--- src/rtl/mem_port_arbiter.sv ---
// Shares one level-enable / ready-pulse memory port among NUM_PORTS requesters,
// round-robin or fixed priority, with per-port held read data and a ready watchdog.
module mem_port_arbiter #(
  parameter int NUM_PORTS     = 2,
  parameter int ADDR_WIDTH    = 19,
  parameter int DATA_WIDTH    = 8,
  parameter int PRIORITY_MODE = 0,
  parameter int TIMEOUT       = 1024
) (
  input  logic                            clk,
  input  logic                            reset_n,
  input  logic [NUM_PORTS-1:0]            port_re,
  input  logic [NUM_PORTS-1:0]            port_we,
  input  logic [NUM_PORTS*ADDR_WIDTH-1:0] port_addr,
  input  logic [NUM_PORTS*DATA_WIDTH-1:0] port_wdata,
  output logic [NUM_PORTS*DATA_WIDTH-1:0] port_rdata,
  output logic [NUM_PORTS-1:0]            port_rd_ready,
  output logic [NUM_PORTS-1:0]            port_wr_ready,
  output logic [NUM_PORTS-1:0]            port_err,
  output logic                            mem_re,
  output logic                            mem_we,
  output logic [ADDR_WIDTH-1:0]           mem_addr,
  output logic [DATA_WIDTH-1:0]           mem_wdata,
  input  logic [DATA_WIDTH-1:0]           mem_rdata,
  input  logic                            mem_rd_ready,
  input  logic                            mem_wr_ready,
  output logic                            busy,
  output logic [$clog2(NUM_PORTS)-1:0]    grant_id
);

  localparam int GW          = $clog2(NUM_PORTS);
  localparam int SW          = GW + 1;
  localparam int CW          = (TIMEOUT > 1) ? $clog2(TIMEOUT) : 1;
  localparam int WDOG_LAST_I = (TIMEOUT > 0) ? TIMEOUT - 1 : 0;
  localparam logic [CW-1:0] WDOG_LAST = WDOG_LAST_I[CW-1:0];

  typedef enum logic [1:0] {
    S_IDLE,
    S_BUSY,
    S_DONE
  } state_t;

  state_t          r_state;
  logic [GW-1:0]   r_last_grant;
  logic            r_op_write;
  logic [CW-1:0]   r_wdog;

  logic [NUM_PORTS-1:0] w_req;
  logic [GW-1:0]        w_winner;
  logic [SW-1:0]        w_sum;
  logic                 w_timeout;

  // NOTE: combinational logic uses blocking '=' with a default for every signal
  // first, so no latch is inferred; all state below uses non-blocking '<='.
  always_comb begin
    w_req    = port_re | port_we;
    w_winner = '0;
    w_sum    = '0;
    if (PRIORITY_MODE == 1) begin
      for (int i = NUM_PORTS - 1; i >= 0; i--) begin
        if (w_req[i]) w_winner = GW'(i);
      end
    end else begin
      // Scan downward so the last hit is the first requester after r_last_grant.
      for (int k = NUM_PORTS; k >= 1; k--) begin
        w_sum = {1'b0, r_last_grant} + SW'(k);
        if (w_sum >= SW'(NUM_PORTS)) w_sum = w_sum - SW'(NUM_PORTS);
        if (w_req[w_sum[GW-1:0]]) w_winner = w_sum[GW-1:0];
      end
    end
  end

  assign w_timeout = (TIMEOUT != 0) && (r_wdog == WDOG_LAST);

  always_ff @(posedge clk or negedge reset_n) begin
    if (!reset_n) begin
      r_state       <= S_IDLE;
      r_last_grant  <= GW'(NUM_PORTS - 1);
      r_op_write    <= 1'b0;
      r_wdog        <= '0;
      // NOTE: port_rdata is a small register bank rather than a RAM, so it is
      // cleared by reset like every other output.
      port_rdata    <= '0;
      port_rd_ready <= '0;
      port_wr_ready <= '0;
      port_err      <= '0;
      mem_re        <= 1'b0;
      mem_we        <= 1'b0;
      mem_addr      <= '0;
      mem_wdata     <= '0;
      busy          <= 1'b0;
      grant_id      <= '0;
    end else begin
      port_rd_ready <= '0;
      port_wr_ready <= '0;
      port_err      <= '0;
      case (r_state)
        S_IDLE: begin
          if (|w_req) begin
            r_state      <= S_BUSY;
            r_last_grant <= w_winner;
            grant_id     <= w_winner;
            r_op_write   <= port_we[w_winner];
            mem_we       <= port_we[w_winner];
            mem_re       <= ~port_we[w_winner];
            mem_addr     <= port_addr[int'(w_winner)*ADDR_WIDTH +: ADDR_WIDTH];
            mem_wdata    <= port_wdata[int'(w_winner)*DATA_WIDTH +: DATA_WIDTH];
            r_wdog       <= '0;
            busy         <= 1'b1;
          end
        end
        S_BUSY: begin
          r_wdog <= r_wdog + CW'(1);
          if (!r_op_write && mem_rd_ready) begin
            port_rdata[int'(grant_id)*DATA_WIDTH +: DATA_WIDTH] <= mem_rdata;
            port_rd_ready[grant_id] <= 1'b1;
            mem_re  <= 1'b0;
            r_state <= S_DONE;
          end else if (r_op_write && mem_wr_ready) begin
            port_wr_ready[grant_id] <= 1'b1;
            mem_we  <= 1'b0;
            r_state <= S_DONE;
          end else if (w_timeout) begin
            port_err[grant_id] <= 1'b1;
            mem_re  <= 1'b0;
            mem_we  <= 1'b0;
            r_state <= S_DONE;
          end
        end
        S_DONE: begin
          busy    <= 1'b0;
          r_state <= S_IDLE;
        end
        default: begin
          mem_re  <= 1'b0;
          mem_we  <= 1'b0;
          busy    <= 1'b0;
          r_state <= S_IDLE;
        end
      endcase
    end
  end

endmodule
--- config.mk ---
export PLATFORM = sky130hd
export DESIGN_NAME = mem_port_arbiter
export DESIGN_NICKNAME = d
export VERILOG_FILES = /design/src/rtl/mem_port_arbiter.sv
export SDC_FILE = /design/constraint.sdc
export NUM_CORES = 1
export LEC_CHECK = 0
export ABC_CLOCK_PERIOD_IN_PS = 2400
export CAP_MARGIN = 40
export CORE_ASPECT_RATIO = 0.8
export CORE_MARGIN = 2
export CORE_UTILIZATION = 35
export CTS_BUF_LIST = sky130_fd_sc_hd__clkbuf_4
export DETAILED_ROUTE_END_ITERATION = 10
export PLACE_DENSITY_LB_ADDON = 0.2
export SLEW_MARGIN = 20
export SYNTH_ARGS = -nofsm -noshare
export SYNTH_HDL_FRONTEND = slang
export SYNTH_SLANG_ARGS = --single-unit
--- constraint.sdc ---
create_clock -name clk -period 2.4 [get_ports clk]
set_clock_uncertainty 0.2 [all_clocks]
set_input_delay 0.48 -clock clk [delete_from_list [all_inputs] [get_ports clk]]
set_output_delay 0.48 -clock clk [all_outputs]
set_load 0.01 [all_outputs]
==> summary.md <==
| Metric | Value |
|---|---|
| Outcome | `finished clean` |
| Total setup buffers inserted after CTS | `0` |
| Min Hold Slack | `0.2884 ns` |
| Syn Std Cell Area | `2984 um2` |
| Final Cell Area | `4527 um2` |
| Post-synthesis mux area share | `16.10%` |
| Post-synth EDFFs | `0` |
| CTS tree | `yes` |
| Reg2Reg Setup Slack | `0.40 ns` |
| Combinational family with the most area after synthesis | `multiplexers` |
| Vias | `2424` |
| Hold EP | `mem_addr[6]` |
| Critical Path Sink Type | `output port` |
| FF+latch area | `1678 um2` |
| R2R depth | `5` |
| Post-DP HPWL | `5276 um` |
| Sequential area share after synthesis | `56.23%` |
| Die W | `107.2 um` |
| Number of diodes | `0` |
| Reg2reg start | `r_wdog[0]` |
| Post-Syn Nets | `335` |
| Top delay family on crit path | `buffers and inverters` |
| CP required | `1.72 ns` |
| Gpl congestion | `0.7214` |
| Worst vdd ir | `0.5532 mV` |
| Detailed Route Iter0 Violations | `109` |
| Clk Latency, worst-skew pair | `0.41 ns` |
| Drt drc | `0` |
| Final setup viols | `0` |
| Worst Hold Depth | `2` |
| Dpl ws | `0.03827 ns` |
| Worst-Margin Slew | `0.4131 ns` |
| Synth Flop Type | `dfrtp_1` |
| Port-buffer cells | `122` |
| Antenna violations before repair | `0` |
| First drt pass iteration count | `4` |
| Std-Cell Rows | `30` |
| CP max-delay cell | `clkdlybuf4s50_1` |
| Top-Level Pins | `123` |
| Compound-Gate Fraction of Synth Area | `10.19%` |
| Startpoint Class | `flop` |
| PnR worst setup slack | `0.3777 ns` |
| Die Footprint | `9285 um2` |
| Crit path kind | `flop to output port` |
| Max-Cap Viols | `0` |
| Synth Area in XOR/XNOR | `0.2935%` |
| Tmin final | `2.022 ns` |
| Layout Nets | `466` |
| Total Wirelength | `7153 um` |
| Non-Filler Instances | `512` |
| Yosys warnings | `0` |
| Die Ht | `86.59 um` |
| Top achievable clock speed | `0.4945 GHz` |
| Global-route wire length before repair | `11700 um` |
| Dpl cells | `495` |
| Buf+Inv Stages, Crit Path | `1` |
| CP max FO | `2` |
| Vias in the first global route | `2416` |
| Placed cell area | `4380 um2` |
| P&R area growth vs syn | `51.70%` |
| RSZ-0062 raised after global routing | `false` |
| WP data arrival | `1.34 ns` |
| Synth Area in Adders | `0.4193%` |
| Fillers | `771` |
| Setup_tns | `0 ns` |
| Period utilization | `84.26%` |
| Synth async-reset ratio | `100.0%` |
| Routed length per instance | `13.97 um` |
| Initial Utilization | `35.65%` |
| FF-to-FF End | `mem_re` |
| Total CTS buffers | `9` |
| Share of cells above drive strength 1 | `13.00%` |
| Crit path cell chain | `clkdlybuf4s50_1` |
| TritonCTS Sinks | `67` |
| Slew Viols, Final | `0` |
| Mapped Cells | `264` |
| Worst min path class | `flop to flop` |
| Slew margin rel. | `72.21%` |
| Worst path max stage delay | `0.57 ns` |
| Clock Tree Buf Depth | `2` |
| Routed vias/inst | `4.734` |
| Synth Area in Simple Gates | `12.70%` |
| #FFs+latches synth | `67` |
| Leakage | `0.001943 uW` |
| Final ANT Viol Nets | `0` |
| Hold Path Origin | `mem_addr[6]` |
| Multi-input gate area | `1199 um2` |
| Post-cts sizing count | `0` |
| Mean Syn Cell Area | `11.30 um2` |
| Largest net degree at the start of global routing | `68` |
| Hold Violations, Final | `0` |
| Total GRT Usage | `16.18%` |
| H-tree levels | `3` |
| Synth cell types | `40` |
| P per Cell Area | `1150 nW/um2` |
| Clock slew seen by the registers of the worst setup and hold paths | `0.11 ns` |
| GRT overflow | `0` |
| Root buf cell | `clkbuf_4` |
| Core Area | `8371 um2` |
==> cell usage after synthesis, types with 2 or more instances <==
cell type   n  share of area (%)
nor2b_1     2               0.42
nor4_1      2               0.42
a31oi_1     2               0.42
mux2i_1    30                 10
inv_1       2               0.25
nor2_1      6               0.75
nand2_1    45                5.7
a21oi_1     4               0.67
buf_6       6                2.3
nand3_1     4               0.67
and3_1      3               0.63
nor3_1      3               0.50
o31ai_1     3               0.75
dfrtp_1    66                 55
nand4_1     2               0.42
o21ai_0    34                5.7
mux2_2     16                6.0
nand3_2     2               0.67
buf_2       6                1.0
o21ai_1     6                1.0
==> worst max path at each step <==
stage / slack, ns / endpoint / start / depth (start not counted)
6_report: 0.38 / mem_wdata[0] / mem_wdata[0] / 1
5_1_grt: 0.29 / port_rdata[2] / port_rdata[2] / 1
4_1_cts: 0.33 / mem_wdata[7] / mem_wdata[7] / 1
3_5_place_dp: 0.04 / r_wdog[9] / port_re[0] / 6
3_3_place_gp: 0.11 / mem_wdata[4] / port_re[0] / 5
2_1_floorplan: 0.60 / mem_re / r_wdog[0] / 5
==> repair_timing <==
item | CTS | global route
hold buffers | 1 | 0
hold endpoints to repair | 66 | 0
setup endpoints to repair | 0 | 0
==> sequential cells by signal (all words and copies together), names as in the netlist <==
register / count
mem_addr: 19
port_rdata: 16
r_wdog: 10
mem_wdata: 8
port_err: 2
port_rd_ready: 2
port_wr_ready: 2
r_state: 2
busy: 1
grant_id: 1
mem_re: 1
mem_we: 1
r_last_grant: 1
r_op_write: 1
==> layout make-up <==
cell class                 instances  share of cell area, %
tap                              112                  3.096
timing repair buffer             135                  30.18
clock buffer                       9                  1.493
sequential                        67                  37.06
inverter                           2                 0.1658
multi-input combinational        180                  26.48
clock inverter                     7                  1.520
==> worst min-delay path: cells and delay by family (launching register included) <==
kind	cells	cell delay (ns)
flops	1	0.35
simple gates	1	0.04
compound gates	1	0.06
==> cells by family (layout without fill, tap and decap cells) <==
group                      Yosys count  after routing
DFF                                 67             67
AOI/OAI and AO/OA                   55             55
and+or+nand+nor                     77             77
adders and majority gates            1              1
muxes                               46             46
buffers and inverters               17            153
xor gates and xnor gates             1              1
==> through the flow <==
stage | utilization [%] | total power (uW)
finish | 54.08 | 5204
global route | 54.08 | 5616
CTS | 54.08 | 5295
detailed placement | 52.33 | 4544
global placement | 52.33 | 4464
floorplan | - | 3262
==> report_power, final <==
part / switching [uW] / internal [uW] / total (uW)
Clock: 414 / 311 / 725
Sequential: 286 / 1610 / 1890
Combinational: 1180 / 1410 / 2580
Total: 1880 / 3330 / 5200
==> placed cells by master, fill, tap and decap left out, types with 4 or more instances in the layout <==
| master | netlist | routed |
|---|---|---|
| dfrtp_1 | 66 | 66 |
| mux2i_1 | 30 | 30 |
| nand3_1 | 4 | 4 |
| o21ai_0 | 34 | 34 |
| o21ai_1 | 6 | 5 |
| mux2_2 | 16 | 16 |
| nor2_1 | 6 | 6 |
| buf_4 | 1 | 8 |
| buf_12 | 0 | 4 |
| a21oi_1 | 4 | 4 |
| clkbuf_4 | 0 | 9 |
| clkdlybuf4s50_1 | 0 | 121 |
| nand2_1 | 45 | 44 |
==> per-layer routing <==
layer / wire [um] / part of all wire [%] / global-route usage [%]
met1: 3220 / 45 / 20.93
met2: 3102 / 43 / 24.97
met3: 760 / 11 / 7.444
met4: 70 / 0.98 / 3.778
met5: 0 / 0 / 0
(Power assumes the default switching activity.)
